File: config.mk
export PLATFORM = sky130hd
export DESIGN_NAME = alu_inverse_unit_flat
export DESIGN_NICKNAME = d
export VERILOG_FILES = /design/src/rtl/alu_inverse_unit_pkg.sv /design/src/rtl/alu_inverse_unit_if.sv /design/src/rtl/alu_inv_iter_core.sv /design/src/rtl/alu_inverse_unit.sv /design/src/flat_wrapper.sv
export SDC_FILE = /design/constraint.sdc
export NUM_CORES = 1
export LEC_CHECK = 0
export ABC_AREA = 1
export CORE_MARGIN = 5
export CORE_UTILIZATION = 45
export DETAILED_ROUTE_END_ITERATION = 8
export MAX_ROUTING_LAYER = met4
export PLACE_DENSITY_LB_ADDON = 0.12
export SLEW_MARGIN = 20
export SYNTH_ARGS = -nofsm -noshare
export SYNTH_HDL_FRONTEND = slang
export SYNTH_SLANG_ARGS = --single-unit
File: constraint.sdc
create_clock -name clk -period 4.7 [get_ports clk]
set_input_delay 0.94 -clock clk [delete_from_list [all_inputs] [get_ports clk]]
set_output_delay 0.94 -clock clk [all_outputs]
set_load 0.05 [all_outputs]
File: src/rtl/alu_inverse_unit_pkg.sv
// Shared definitions for the ALU inverse unit: data width, forward-ALU op codes, core mode.
// Latency: n/a (types and constants only).
// Backpressure: n/a.
package alu_inverse_unit_pkg;

  localparam int DATA_W = 8;

  // Op encoding shared with the forward ALU
  localparam logic [2:0] OP_ADD  = 3'b000;
  localparam logic [2:0] OP_SUB  = 3'b001;
  localparam logic [2:0] OP_MUL  = 3'b010;
  localparam logic [2:0] OP_DIV  = 3'b011;
  localparam logic [2:0] OP_SHL  = 3'b100;
  localparam logic [2:0] OP_SHR  = 3'b101;
  localparam logic [2:0] OP_NAND = 3'b110;
  localparam logic [2:0] OP_XOR  = 3'b111;

  typedef enum logic {
    MODE_DIV = 1'b0,
    MODE_MUL = 1'b1
  } core_mode_t;

  function automatic logic is_iter_op(input logic [2:0] op);
    return (op == OP_MUL) || (op == OP_DIV);
  endfunction

endpackage

File: src/rtl/alu_inverse_unit_if.sv
// Request/response bundle between a requester and the ALU inverse unit.
// Latency: n/a (wires only).
// Backpressure: valid/ready on both the request and the response side.
interface alu_inverse_unit_if #(
  parameter int W = alu_inverse_unit_pkg::DATA_W
);
  logic         in_valid;
  logic         in_ready;
  logic [2:0]   sel;
  logic [W-1:0] res;
  logic [W-1:0] b;
  logic [W-1:0] anc;
  logic         out_valid;
  logic         out_ready;
  logic [W-1:0] a_rec;
  logic         err;

  modport master (
    output in_valid, sel, res, b, anc, out_ready,
    input  in_ready, out_valid, a_rec, err
  );

  modport slave (
    input  in_valid, sel, res, b, anc, out_ready,
    output in_ready, out_valid, a_rec, err
  );
endinterface

File: src/rtl/alu_inv_iter_core.sv
// Iterative datapath: 2W-step restoring divide of {hi,lo}/dsr, or W-step shift-add lo*dsr+hi.
// Latency: done asserts 2W (divide) or W (multiply) cycles after start; results hold until next start.
// Backpressure: none; start is only issued by the owner while the core is idle.
module alu_inv_iter_core
  import alu_inverse_unit_pkg::*;
#(
  parameter int W = DATA_W
) (
  input  logic         clk,
  input  logic         rst,
  input  logic         start,
  input  core_mode_t   mode,
  input  logic [W-1:0] hi,
  input  logic [W-1:0] lo,
  input  logic [W-1:0] dsr,
  output logic         busy,
  output logic         done,
  output logic [W-1:0] q,
  output logic         rem_nz,
  output logic         ovf
);

  localparam int CW = $clog2(2*W+1);

  core_mode_t     mode_q;
  logic           busy_q;
  logic [CW-1:0]  cnt_q;
  logic [CW-1:0]  limit;
  logic [2*W-1:0] acc_q;
  logic [2*W-1:0] acc_d;
  logic [W-1:0]   aux_q;
  logic [W-1:0]   aux_d;
  logic [W-1:0]   dsr_q;
  logic [W-1:0]   hi_q;
  logic [W:0]     shifted;
  logic           ge;
  logic [W:0]     upper;
  logic [2*W:0]   sum;

  assign limit = (mode_q == MODE_DIV) ? CW'(2*W) : CW'(W);
  assign busy  = busy_q;
  assign done  = busy_q && (cnt_q == limit);

  // Divide: aux is the partial remainder, quotient bits shift into acc from the bottom.
  // Multiply: acc low half holds the multiplier, partial product grows in the high half.
  always_comb begin
    shifted = {aux_q, acc_q[2*W-1]};
    ge      = shifted >= {1'b0, dsr_q};
    upper   = {1'b0, acc_q[2*W-1:W]} + (acc_q[0] ? {1'b0, dsr_q} : {(W+1){1'b0}});
    acc_d   = acc_q;
    aux_d   = aux_q;
    if (mode_q == MODE_DIV) begin
      acc_d = {acc_q[2*W-2:0], ge};
      aux_d = ge ? (shifted[W-1:0] - dsr_q) : shifted[W-1:0];
    end else begin
      acc_d = {upper, acc_q[W-1:1]};
    end
  end

  assign sum = {1'b0, acc_q} + {{(W+1){1'b0}}, hi_q};

  always_comb begin
    if (mode_q == MODE_DIV) begin
      q      = acc_q[W-1:0];
      rem_nz = |aux_q;
      ovf    = |acc_q[2*W-1:W];
    end else begin
      q      = sum[W-1:0];
      rem_nz = 1'b0;
      ovf    = |sum[2*W:W];
    end
  end

  always_ff @(posedge clk or posedge rst) begin
    if (rst) begin
      mode_q <= MODE_DIV;
      busy_q <= 1'b0;
      cnt_q  <= '0;
      acc_q  <= '0;
      aux_q  <= '0;
      dsr_q  <= '0;
      hi_q   <= '0;
    end else if (start) begin
      mode_q <= mode;
      busy_q <= 1'b1;
      cnt_q  <= '0;
      aux_q  <= '0;
      dsr_q  <= dsr;
      hi_q   <= hi;
      acc_q  <= (mode == MODE_DIV) ? {hi, lo} : {{W{1'b0}}, lo};
    end else if (busy_q) begin
      if (done) begin
        busy_q <= 1'b0;
      end else begin
        acc_q <= acc_d;
        aux_q <= aux_d;
        cnt_q <= cnt_q + CW'(1);
      end
    end
  end

endmodule

File: src/rtl/alu_inverse_unit.sv
// Reconstructs forward-ALU operand a from result, b, op select and the ancilla word.
// Latency: simple ops 1 cycle after accept, div-inverse W+1, mul-inverse 2W+1.
// Backpressure: one request in flight; result held until out_ready, in_ready low until then.
module alu_inverse_unit
  import alu_inverse_unit_pkg::*;
#(
  parameter int W = DATA_W
) (
  input logic                clk,
  input logic                rst,
  alu_inverse_unit_if.slave  bus
);

  typedef enum logic [1:0] {
    ST_IDLE = 2'd0,
    ST_ITER = 2'd1,
    ST_DONE = 2'd2
  } state_t;

  state_t       state_q;
  state_t       state_d;
  logic         accept;
  logic [2:0]   sel_q;
  logic [W-1:0] res_q;
  logic [W-1:0] b_q;
  logic [W-1:0] anc_q;
  logic [W-1:0] a_rec_q;
  logic         err_q;
  logic [W-1:0] a_calc;
  logic         err_calc;
  logic         core_busy;
  logic         core_done;
  logic [W-1:0] core_q;
  logic         core_rem_nz;
  logic         core_ovf;

  assign accept = bus.in_valid & bus.in_ready;

  always_ff @(posedge clk or posedge rst) begin
    if (rst) begin
      state_q <= ST_IDLE;
    end else begin
      state_q <= state_d;
    end
  end

  // Simple ops also spend one cycle in ITER so every result is built from registered inputs.
  always_comb begin
    state_d = state_q;
    case (state_q)
      ST_IDLE: if (accept) state_d = ST_ITER;
      ST_ITER: if (!is_iter_op(sel_q) || core_done) state_d = ST_DONE;
      ST_DONE: if (bus.out_ready) state_d = ST_IDLE;
      default: state_d = ST_IDLE;
    endcase
  end

  always_comb begin
    bus.in_ready  = (state_q == ST_IDLE) & ~core_busy & ~rst;
    bus.out_valid = (state_q == ST_DONE);
    bus.a_rec     = a_rec_q;
    bus.err       = err_q;
  end

  always_ff @(posedge clk or posedge rst) begin
    if (rst) begin
      sel_q <= OP_ADD;
      res_q <= '0;
      b_q   <= '0;
      anc_q <= '0;
    end else if (accept) begin
      sel_q <= bus.sel;
      res_q <= bus.res;
      b_q   <= bus.b;
      anc_q <= bus.anc;
    end
  end

  alu_inv_iter_core #(
    .W (W)
  ) u_core (
    .clk    (clk),
    .rst    (rst),
    .start  (accept & is_iter_op(bus.sel)),
    .mode   ((bus.sel == OP_DIV) ? MODE_MUL : MODE_DIV),
    .hi     (bus.anc),
    .lo     (bus.res),
    .dsr    (bus.b),
    .busy   (core_busy),
    .done   (core_done),
    .q      (core_q),
    .rem_nz (core_rem_nz),
    .ovf    (core_ovf)
  );

  always_comb begin
    a_calc   = '0;
    err_calc = 1'b0;
    case (sel_q)
      OP_ADD: a_calc = res_q - b_q;
      OP_SUB: a_calc = res_q + b_q;
      OP_MUL: begin
        a_calc   = core_q;
        err_calc = (b_q == '0) | core_rem_nz | core_ovf;
      end
      OP_DIV: begin
        // A zero divisor makes the forward ALU pass a through the ancilla untouched
        if (b_q == '0) begin
          a_calc = anc_q;
        end else begin
          a_calc   = core_q;
          err_calc = (anc_q >= b_q) | core_ovf;
        end
      end
      OP_SHL: begin
        a_calc   = {anc_q[0], res_q[W-1:1]};
        err_calc = res_q[0];
      end
      OP_SHR: begin
        a_calc   = {res_q[W-2:0], anc_q[0]};
        err_calc = res_q[W-1];
      end
      OP_NAND: begin
        a_calc   = (~res_q & b_q) | anc_q;
        err_calc = |(anc_q & b_q);
      end
      OP_XOR: a_calc = res_q ^ b_q;
      default: a_calc = '0;
    endcase
  end

  always_ff @(posedge clk or posedge rst) begin
    if (rst) begin
      a_rec_q <= '0;
      err_q   <= 1'b0;
    end else if ((state_q == ST_ITER) && (state_d == ST_DONE)) begin
      a_rec_q <= a_calc;
      err_q   <= err_calc;
    end
  end

endmodule
File: src/flat_wrapper.sv
// flat-port wrapper written by rule: the top's interface ports become plain ports
module alu_inverse_unit_flat import alu_inverse_unit_pkg::*;
#(
  parameter int W = DATA_W
)
  (clk, rst, bus_in_valid, bus_sel, bus_res, bus_b, bus_anc, bus_out_ready, bus_in_ready, bus_out_valid, bus_a_rec, bus_err);
  alu_inverse_unit_if #(.W(W)) bus_i ();
  input logic clk;
  input logic rst;
  input wire logic [$bits(bus_i.in_valid)-1:0] bus_in_valid;
  input wire logic [$bits(bus_i.sel)-1:0] bus_sel;
  input wire logic [$bits(bus_i.res)-1:0] bus_res;
  input wire logic [$bits(bus_i.b)-1:0] bus_b;
  input wire logic [$bits(bus_i.anc)-1:0] bus_anc;
  input wire logic [$bits(bus_i.out_ready)-1:0] bus_out_ready;
  output wire logic [$bits(bus_i.in_ready)-1:0] bus_in_ready;
  output wire logic [$bits(bus_i.out_valid)-1:0] bus_out_valid;
  output wire logic [$bits(bus_i.a_rec)-1:0] bus_a_rec;
  output wire logic [$bits(bus_i.err)-1:0] bus_err;
  assign bus_i.in_valid = bus_in_valid;
  assign bus_i.sel = bus_sel;
  assign bus_i.res = bus_res;
  assign bus_i.b = bus_b;
  assign bus_i.anc = bus_anc;
  assign bus_i.out_ready = bus_out_ready;
  assign bus_in_ready = bus_i.in_ready;
  assign bus_out_valid = bus_i.out_valid;
  assign bus_a_rec = bus_i.a_rec;
  assign bus_err = bus_i.err;
  alu_inverse_unit #(.W(W)) u_core (.clk(clk), .rst(rst), .bus(bus_i));
endmodule
Word-level counts from Yosys, hierarchy flattened
Index checks and enable logic that the tools add are counted.
{"block": "op_classes", "addsub": 6, "n_lt_le_gt_ge": 2, "eq_ne": 15, "mux": 30, "n_bitwise": 14, "n_reduce_logical": 16}
{"op": "16-bit two-way mux", "count": 5}
{"op": "8-bit two-way mux", "count": 8}
{"op": "8-bit case mux with 8 select lines", "count": 1}
{"op": "8-bit OR reduction", "count": 3}
{"op": "5-bit two-way mux", "count": 4}
{"op": "16-bit by 8-bit adder with 17-bit output", "count": 1}
{"op": "8-bit bitwise AND", "count": 2}
{"op": "8-bit subtractor", "count": 2}
{"op": "3-bit by 2-bit == test with 1-bit output (second input constant)", "count": 4}
{"op": "3-bit == test (second input constant)", "count": 4}
{"op": "8-bit by 8-bit adder with 9-bit output", "count": 1}
{"op": "9-bit by 8-bit >= comparator with 1-bit output", "count": 1}
{"op": "9-bit OR reduction", "count": 1}
{"op": "8-bit adder", "count": 1}
{"op": "8-bit >= comparator", "count": 1}
{"op": "8-bit logical NOT", "count": 1}
{"op": "8-bit inverter", "count": 1}
{"op": "8-bit OR", "count": 1}
{"op": "8-bit XOR", "count": 1}
{"op": "1-bit two-way mux", "count": 7}
{"op": "2-bit two-way mux", "count": 3}
{"op": "2-bit case mux with 3 select lines", "count": 1}
{"op": "5-bit by 1-bit adder with 5-bit output (second input constant)", "count": 1}
{"op": "5-bit == test", "count": 1}
{"op": "16 further kinds", "count": 27}
{"block": "totals", "register_bits": 85, "wordCells": 97}

Depth between registers and ports, before layout
Gate-level depths: netlist of run 1.
{"block": "depth", "ltp_word": 8, "ltp_mapped": 20, "ltp_nobuf": 20}

By module
A second synthesis of run 1 with hierarchy kept.
{"block": "hier_totals", "cells_unflattened": 986, "hier_area_um2": 6845.3}
{"module": "alu_inv_iter_core", "instances": 1, "cells_per_inst": 567, "area_each_um2": 3809.9, "seq_area_each_um2": 1176.1}
{"module": "alu_inverse_unit", "instances": 1, "cells_per_inst": 419, "area_each_um2": 3035.4, "seq_area_each_um2": 950.9}

Worst setup path after synthesis of run 1
Ideal clock, no wire load.
{"block": "synth_path", "path_type": "input -> register", "start": "input port rst", "end": "register u_core.u_core.acc_q[1]", "arrival_ns": 4.195, "path_slack_ns": 0.401, "stages": 10, "n_path_buf": 1, "path_cell_list": "inv_1 > nand3_1 > inv_2 > nand2_1 > inv_2 > nand2_2 > nand2_2 > inv_1 > buf_2 > a221oi_1"}
{"block": "synth_between", "elab_chain_cells": 6, "word_cells_on_any_way": 8}
{"element": "from (decl)", "line_no": "flat_wrapper.sv:9", "rtl": "input logic rst;"}
{"element": "1-bit inverter *", "line_no": "alu_inverse_unit.sv:59", "rtl": "bus.in_ready = (state_q == ST_IDLE) & ~core_busy & ~rst;"}
{"element": "1-bit bitwise AND *", "line_no": "alu_inverse_unit.sv:59"}
{"element": "net bus_in_ready", "line_no": "flat_wrapper.sv:16", "rtl": "output wire logic [$bits(bus_i.in_ready)-1:0] bus_in_ready;"}
{"element": "1-bit bitwise AND *", "line_no": "alu_inverse_unit.sv:37", "rtl": "assign accept = bus.in_valid & bus.in_ready;"}
{"element": "1-bit bitwise AND *", "line_no": "alu_inverse_unit.sv:84", "rtl": ".start (accept & is_iter_op(bus.sel)),"}
{"element": "2-bit inequality test (no source line) or 2-bit nonzero test (tied branches)"}
{"element": "2-bit AND reduction (no source line)"}
{"element": "to (signal assigned)", "line_no": "alu_inv_iter_core.sv:90", "rtl": "acc_q <= (mode == MODE_DIV) ? {hi, lo} : {{W{1'b0}}, lo};"}
{"element": "to (decl)", "line_no": "alu_inv_iter_core.sv:29", "rtl": "logic [2*W-1:0] acc_q;"}
The timed path passes the listed nets; every way through them passes the cells marked *.
A chain may end at the register's enable or synchronous reset.

Worst setup path in the final report of run 1
{"block": "layout_path", "start": "input port rst", "end": "output port bus_in_ready"}
{"block": "layout_between", "elab_chain_cells": 2}
{"element": "1-bit inverter", "line_no": "alu_inverse_unit.sv:59"}
{"element": "1-bit bitwise AND", "line_no": "alu_inverse_unit.sv:59"}
{"element": "to (decl)", "line_no": "flat_wrapper.sv:16"}
No other way between the ends.

==> flow_summary.rst, run 1 <==
.. list-table::
   :header-rows: 1

   * - Metric
     - Value
   * - DP Cell Count
     - 1117
   * - Number of buffers added to fix hold violations after cts
     - 0
   * - Area of placed instances
     - 7120 um2
   * - Power share of the clock group
     - 0.122
   * - Fillers
     - approximately 1.5k
   * - Syn nets
     - 999
   * - Detailed-placement wirelength estimate
     - 14700 um
   * - Final setup violation count
     - 0
   * - Area enclosed by the die boundary
     - 17100 um2
   * - CP required
     - 3.76 ns
   * - Yosys top cell by area
     - sky130_fd_sc_hd__dfrtp_1
   * - Number of max-cap violations
     - 0
   * - Post-layout utilization of the core
     - 0.513
   * - Tightest Hold Check Type
     - reg -> reg
   * - Placer's final routability congestion estimate
     - 0.963
   * - Average detailed-routed wire length per instance
     - 16.8 um
   * - Synthesis warning total
     - 0
   * - Worst-case clock skew
     - 0.00834 ns
   * - All-layer global routing usage
     - 0.236
   * - Leading cell types by count after synthesis
     - sky130_fd_sc_hd__nand2_1, sky130_fd_sc_hd__inv_1, sky130_fd_sc_hd__dfrtp_1
   * - Sequential Power Share
     - 0.266
   * - Total power divided by cell area
     - 758 nW/um2
   * - Library cell used as clock root buffer
     - sky130_fd_sc_hd__clkbuf_16
   * - Top cells by area in the synthesized netlist
     - sky130_fd_sc_hd__dfrtp_1, sky130_fd_sc_hd__nand2_1, sky130_fd_sc_hd__ha_1, sky130_fd_sc_hd__inv_1, sky130_fd_sc_hd__o21ai_0
   * - Global-route wire length before repair
     - 30400 um
   * - Clock buffer depth
     - 2
   * - Register area share after synthesis
     - 0.325
   * - Startpoint of the lowest-slack register-to-register path
     - u_core.sel_q[1]
   * - EDFF count, synth
     - 0
   * - Number of remaining DRC errors
     - 0
   * - Data arrival at the endpoint of the critical path
     - 2.68 ns
   * - Post-CTS Repair Setup Buffers
     - 0
   * - Kind of critical path
     - in -> out
   * - Share of layout cells above drive strength 1
     - 0.0581
   * - Number of failing hold endpoints at the final stage
     - 0
   * - Setup repair after global routing missed its margin
     - false
   * - Worst r2r path cells
     - 15
   * - Hold wc startpoint
     - u_core.bus.a_rec[0]
   * - Fraction of power consumed by combinational cells
     - 0.612
   * - Layout overhead on the synthesized area
     - 13.0%
   * - Number of rows in the core area
     - 44
   * - Cell count after synthesis
     - 906
   * - Cell internal pwr
     - approximately 2700 uW
   * - Worst hold stages
     - 2
   * - Post-synth top area share
     - 0.325
   * - Sink of the worst hold path
     - u_core.bus.a_rec[0]
   * - Count of routing violations after the opening detailed-route iteration
     - 433
   * - CTS tree
     - built
   * - Antenna violations before repair
     - 0
   * - Pins Over Slew Limit
     - 0
   * - CTS HTree Levels
     - 3
   * - Final net count
     - 1037
   * - Final std cells w/o fill
     - 1131
   * - Effective utilization at floorplan
     - 0.454
   * - P_leak
     - 0.00378 uW
   * - Final period utilization
     - 0.770
   * - Startpoint Class
     - input port
   * - Number of gates resized after CTS
     - 0
   * - Capturing point of the worst reg2reg path
     - u_core.bus.a_rec[7]
   * - Relative slew slack
     - 0.418
   * - Area of all placed cells without fillers
     - 7400 um2
   * - Total CTS buffers
     - 9
   * - Antenna cell count
     - 0
   * - Maximum number of pins on one net before global-route repair
     - between 60 and 70
   * - Worst ir drop on vdd
     - 0.431 mV
   * - Syn Std Cell Area
     - 6550 um2
   * - Number of sinks driven by the clock tree
     - 85
   * - Total core area
     - 14400 um2
   * - Average footprint of a synthesized cell
     - 7.22 um2
   * - R2R setup slack
     - 1.73 ns
   * - CP Max Fanout
     - 21
   * - Overflow left after global routing
     - 0
   * - Drt via density
     - 5.37
   * - Chip Width
     - approximately 130 um
   * - Drt total wl
     - 19000 um
   * - Net switching power
     - 2900 uW
   * - Peak Freq
     - 0.276 GHz
   * - Remaining number of nets flagged by the antenna check after routing
     - 0
   * - FF+latch count, synth
     - 85
   * - Time the final worst path needs with I/O delays and setup
     - 3.62 ns
   * - Total via count in the routed design
     - around 6.1k
   * - Clock Pin Slew Worst Setup and Hold Paths
     - ~0.060 ns
   * - Status
     - completed
   * - Kind of end point of the critical path
     - output port
   * - Insertion delay to the later sink of the worst-skew pair
     - approximately 0.35 ns
   * - Via count of the first global-routing pass
     - around 5.7k
   * - Count of unique library cells instantiated by Yosys
     - between 50 and 60
   * - Share of async-settable or async-resettable flops after synthesis
     - 1.00
   * - Switch share
     - 0.517
   * - Die Span Y
     - 131 um
   * - Total I/O pin count
     - 42
   * - Total Neg Setup Slack
     - 0 ns
   * - I/O Buffers
     - just over 40
   * - Dominant synthesized flop cell
     - sky130_fd_sc_hd__dfrtp_1
   * - Slew at the pin with the worst max-slew slack
     - 0.872 ns
   * - First-pass detailed-route iteration total
     - 5
   * - Most frequently used cell type in the post-synthesis netlist
     - sky130_fd_sc_hd__nand2_1
## worst max-delay path: stages
cell and delay [ns]:
sky130_fd_sc_hd__clkdlybuf4s50_1 0.48, sky130_fd_sc_hd__clkinv_2 0.29, sky130_fd_sc_hd__nand3_1 0.21, sky130_fd_sc_hd__inv_2 0.05
sky130_fd_sc_hd__clkdlybuf4s50_1 0.69
## metal layers
| metal | GRT usage | wire length, um |
|---|---|---|
| met5 | - | 0 |
| met4 | 0.0780 | 524 |
| met3 | 0.0350 | 988 |
| met2 | 0.364 | 8560 |
| met1 | 0.321 | 8910 |
## sequential cells by signal, indices dropped and copies added, names as in the netlist, 2 cells and up
| signal | flops |
|---|---|
| u_core.b_q | 8 |
| u_core.anc_q | 8 |
| u_core.u_core.acc_q | 16 |
| u_core.u_core.cnt_q | 5 |
| u_core.u_core.dsr_q | 8 |
| u_core.bus.a_rec | 8 |
| u_core.state_q | 2 |
| u_core.sel_q | 3 |
| u_core.res_q | 8 |
| u_core.u_core.hi_q | 8 |
| u_core.u_core.aux_q | 8 |
## how the worst max path moves through the flow
| stage | slack (ns) | depth (start not counted) | start | end |
|---|---|---|---|---|
| 2_1_floorplan | 0.40 | 10 | rst | u_core.u_core.acc_q[1] |
| 3_5_place_dp | 1.04 | 5 | rst | bus_in_ready |
| 4_1_cts | 1.04 | 5 | rst | bus_in_ready |
| 6_report | 1.08 | 5 | rst | bus_in_ready |
| 5_1_grt | 0.95 | 5 | rst | bus_in_ready |
| 3_3_place_gp | 1.06 | 5 | rst | bus_in_ready |
## power by group through the flow
stage	combinational, uW	sequential (uW)	clock, uW
after detailed placement	3420	1490	0
after global placement	3410	1500	0
after CTS	3450	1480	697
final	3430	1490	684
after global routing	3910	1530	722
after floorplan	2560	1410	0
## kinds of logic after synthesis
group	count (synthesis)	share of synthesized area
AOI/OAI and AO/OA	176	0.157
buffers and inverters	169	0.102
and+or+nand+nor	393	0.264
adders and majority gates	62	0.123
xor gates and xnor gates	21	0.0281
DFF	85	0.325
## layout make-up
type | instances | area (um2) | share of cell area
multi-input cells | 652 | 3750 | 0.507
flip-flops and latches | 85 | 2130 | 0.288
inverters | 149 | 563 | 0.0761
repair buffers | 47 | 455 | 0.0616
clock buffers | 11 | 253 | 0.0342
well taps | 184 | 230 | 0.0311
clock inverters | 3 | 21.3 | 0.00288
## cells in the final DEF (no fill, tap or decap), types with 3 or more instances in the layout
cell and instances:
sky130_fd_sc_hd__nor2_1 61, sky130_fd_sc_hd__o21ai_1 8, sky130_fd_sc_hd__dfrtp_1 85, sky130_fd_sc_hd__or2_2 3, sky130_fd_sc_hd__nand4_1 8, sky130_fd_sc_hd__nand2_1 229, sky130_fd_sc_hd__clkdlybuf4s50_1 41, sky130_fd_sc_hd__buf_4 6
sky130_fd_sc_hd__xnor2_1 6, sky130_fd_sc_hd__nor4_1 6, sky130_fd_sc_hd__inv_1 137, sky130_fd_sc_hd__nand3_1 52, sky130_fd_sc_hd__o2111ai_1 5, sky130_fd_sc_hd__xor2_1 15, sky130_fd_sc_hd__o22ai_1 5, sky130_fd_sc_hd__inv_2 8
sky130_fd_sc_hd__a31oi_1 7, sky130_fd_sc_hd__o211ai_1 4, sky130_fd_sc_hd__ha_1 58, sky130_fd_sc_hd__clkbuf_16 9, sky130_fd_sc_hd__nor3_1 10, sky130_fd_sc_hd__a211oi_1 4, sky130_fd_sc_hd__nand2_2 6, sky130_fd_sc_hd__fa_1 4
sky130_fd_sc_hd__a21oi_1 41, sky130_fd_sc_hd__nor2_2 3, sky130_fd_sc_hd__o21ai_0 78, sky130_fd_sc_hd__nor3_4 5, sky130_fd_sc_hd__a221oi_1 10
## stage by stage
step           hold WS [ns]  power, uW  setup slack [ns]
3_3_place_gp          0.472       4910              1.06
5_1_grt               0.505       6150             0.946
3_5_place_dp          0.468       4910              1.04
2_1_floorplan         0.453       3970             0.401
6_report              0.480       5610              1.08
4_1_cts               0.484       5630              1.04
No activity file was read; power rests on OpenSTA's default activity.
==> run 2, diff against run 1 <==
Clock period 4.7 ns to 3.4 ns, I/O delays scaled along.
==> run 2 against run 1 <==
Against the previous run:
- register-to-register slack got worse by 1.2 ns
- final cell count rose by 0.35%
- sequential share of layout area fell by 0.15 points
- non-clock buffer count grew 2
- critical path depth increased by 14
- clock power up 49%
- first-iteration DRC count grew 26%
- wire length increased by 1.2%
- count of clock-buffer cells in the layout shrank 2
- power grew 40%
- setup slack worse by 0.60 ns
- critical path type is now reg -> reg
==> flow_summary.rst, run 2 (synthesized netlist as in run 1, its figures left out) <==
.. list-table::
   :header-rows: 1

   * - Metric
     - Value
   * - Crit path max-delay cell type
     - sky130_fd_sc_hd__dfrtp_1
   * - All-layer global routing usage
     - 0.240 (+0.00388)
   * - CP required
     - 3.64 ns (-0.12 ns)
   * - R2R setup slack
     - 0.48 ns (-1.25 ns)
   * - Remaining number of nets flagged by the antenna check after routing
     - 0 (unchanged)
   * - Hold wc startpoint
     - u_core.bus.a_rec[3]
   * - I/O Buffers
     - 41 (unchanged)
   * - Peak Freq
     - 0.343 GHz
   * - P_leak
     - 0.00379 uW (+0.40%)
   * - Antenna cell count
     - 0 (unchanged)
   * - Effective utilization at floorplan
     - 0.454 (unchanged)
   * - Number of failing hold endpoints at the final stage
     - 0 (unchanged)
   * - Maximum number of pins on one net before global-route repair
     - 71 (+6.0%)
   * - Final net count
     - 1039 (+0.19%)
   * - Cell mode on critical path
     - sky130_fd_sc_hd__nand2_1
   * - Commonest cells after routing, fill and taps aside
     - sky130_fd_sc_hd__nand2_1, sky130_fd_sc_hd__inv_1, sky130_fd_sc_hd__dfrtp_1, sky130_fd_sc_hd__o21ai_0, sky130_fd_sc_hd__nor2_1
   * - Number of max-cap violations
     - 0 (unchanged)
   * - Area of placed instances
     - 7140 um2 (+0.21%)
   * - Startpoint Class
     - register
   * - Area of the multi-input gates
     - 3750 um2 (unchanged)
   * - Time the final worst path needs with I/O delays and setup
     - ~3 ns
   * - Average detailed-routed wire length per instance
     - 16.9 um (+0.80%)
   * - Critical path's largest stage delay
     - 0.56 ns (-0.13 ns)
   * - Layout overhead on the synthesized area
     - 13.6%
   * - Global-route wire length before repair
     - 30800 um (+1.1%)
   * - First-pass detailed-route iteration total
     - 5 (unchanged)
   * - Post-route total power
     - 7850 uW (+40%)
   * - Clock buffer depth
     - 2 (unchanged)
   * - Via count of the first global-routing pass
     - 5769 (+1.2%)
   * - Overflow left after global routing
     - 0 (unchanged)
   * - Slew at the pin with the worst max-slew slack
     - 0.902 ns (+0.0298 ns)
   * - Setup slack after layout
     - 0.483 ns (-0.598 ns)
   * - Cell internal pwr
     - 3790 uW (+40%)
   * - Worst-case clock skew
     - 0.0125 ns (+0.00412 ns)
   * - Total via count in the routed design
     - 6137 (+1.0%)
   * - Pins Over Slew Limit
     - 0 (unchanged)
   * - Tightest Hold Check Type
     - reg -> reg
   * - Final setup violation count
     - 0 (unchanged)
   * - Sequential Power Share
     - 0.261 (-0.005)
   * - Drt total wl
     - 19200 um (+1.2%)
   * - Final period utilization
     - 0.858
   * - Insertion delay to the later sink of the worst-skew pair
     - 0.35 ns (about the same)
   * - Critical Path Source
     - u_core.u_core.acc_q[0]
   * - Register with the most flip-flops
     - u_core.u_core.acc_q
   * - Placer's final routability congestion estimate
     - 0.944 (-1.9%)
   * - Die Span Y
     - 131 um (unchanged)
   * - Switch share
     - 0.517 (about the same)
   * - Setup slack at placement
     - 0.522 ns (-0.521 ns)
   * - Share of layout cells above drive strength 1
     - 0.0631 (+0.00501)
   * - Number of buffers added to fix hold violations after cts
     - 0 (unchanged)
   * - Number of gates resized after CTS
     - 0 (unchanged)
   * - Storage element area
     - 2130 um2 (unchanged)
   * - Number of remaining DRC errors
     - 0 (unchanged)
   * - Chip Width
     - 131 um (unchanged)
   * - Most common library cell in the layout ignoring fill and taps
     - sky130_fd_sc_hd__nand2_1
   * - Data arrival at the endpoint of the critical path
     - 3.15 ns (+0.47 ns)
   * - Total core area
     - 14400 um2 (unchanged)
   * - Antenna violations before repair
     - 0 (unchanged)
   * - Fraction of power consumed by combinational cells
     - 0.609 (-0.003)
   * - Worst ir drop on vdd
     - 0.535 mV (+24%)
   * - Sink of the worst hold path
     - u_core.bus.a_rec[3]
   * - Area enclosed by the die boundary
     - 17100 um2 (unchanged)
   * - Setup repair after global routing missed its margin
     - false
   * - Startpoint of the lowest-slack register-to-register path
     - u_core.u_core.acc_q[0]
   * - Net switching power
     - 4060 uW (+40%)
   * - Power share of the clock group
     - 0.130 (+0.008)
   * - Status
     - completed
   * - CP Max Fanout
     - 11 (-48%)
   * - Capturing point of the worst reg2reg path
     - u_core.bus.err
   * - Kind of end point of the critical path
     - register
   * - Hold WS
     - 0.485 ns (+0.00570 ns)
   * - Library cell used as clock root buffer
     - sky130_fd_sc_hd__clkbuf_16
   * - Number of rows in the core area
     - 44 (unchanged)
   * - Relative slew slack
     - 0.399 (-0.0199)
   * - Drt via density
     - 5.41 (+0.65%)
   * - Critical path cell sequence
     - ha_1 > inv_1 > fa_1 > inv_1 > nand2_1 > nand2_1 > nand3_1 > nand2_1 > nand3_1 > nand2_1 > nand3_1 > nor2_2 > nand2_1 > nand2_1 > nand2_1 > nand2_1 > nand3_1 > nand2_1 > nand2_1
   * - CTS HTree Levels
     - 3 (unchanged)
   * - Flip-flop count of the largest register, all copies and words added
     - 16 (unchanged)
   * - Total I/O pin count
     - 42 (unchanged)
   * - Area of all placed cells without fillers
     - 7440 um2 (+0.52%)
   * - Number of sinks driven by the clock tree
     - 85 (unchanged)
   * - Fillers
     - 1483 (-0.87%)
   * - CTS tree
     - built
   * - Count of routing violations after the opening detailed-route iteration
     - 544 (+26%)
   * - Total power divided by cell area
     - 1060 nW/um2 (+39%)
   * - Kind of critical path
     - reg -> reg
   * - Total Neg Setup Slack
     - 0 ns (unchanged)
   * - Total CTS buffers
     - 9 (unchanged)
   * - Post-CTS Repair Setup Buffers
     - 0 (unchanged)
   * - Detailed-placement wirelength estimate
     - 15100 um (+2.4%)
   * - Worst hold stages
     - 2 (unchanged)
   * - Clock Pin Slew Worst Setup and Hold Paths
     - 0.07 ns (about the same)
   * - Worst r2r path cells
     - 19 (+4)
[run 2: layout make-up]
cell class,count,share of cell area
clock buffers,9,0.0303
multi-input cells,652,0.504
flip-flops and latches,85,0.286
inverters,149,0.0760
well taps,184,0.0310
repair buffers,49,0.0629
clock inverters,7,0.00976
[run 2: worst max path at each step]
stage / endpoint / slack [ns] / cells after the start
after detailed placement: u_core.u_core.acc_q[3] / 0.52 / 10
after global placement: u_core.bus.err / 0.56 / 19
after global routing: u_core.bus.err / 0.16 / 19
after CTS: u_core.bus.err / 0.53 / 19
after floorplan: u_core.b_q[4] / 0.09 / 8
final: u_core.bus.err / 0.48 / 19
[run 2: power groups by stage]
stage | Sequential (uW) | Clock (uW) | Combinational (uW)
after floorplan | 1950 | 0 | 3540
final | 2050 | 1020 | 4780
after detailed placement | 2050 | 0 | 4760
after CTS | 2040 | 1040 | 4790
after global routing | 2100 | 1090 | 5450
after global placement | 2060 | 0 | 4730
[run 2: worst max-delay path, delay by kind of cell, from the launching register on]
kind	cells	cell delay (ns)
flip-flops	1	0.56
AND/OR/NAND/NOR	15	1.38
adder cells (fa/ha/maj)	2	0.64
buffers and inverters	2	0.20
[run 2: stage by stage]
step | utilization | std cells
after floorplan | - | 906
after global placement | 0.495 | 1119
after detailed placement | 0.495 | 1119
after CTS | 0.516 | 1135
after global routing | 0.516 | 1135
final | 0.516 | 1135
[run 2: routing by layer]
layer	vias to the layer above	wire, um	GRT usage
met5	-	0	-
met4	0	546	0.0780
li1	3048	-	-
met3	34	1100	0.0386
met2	190	8780	0.368
met1	2865	8770	0.327
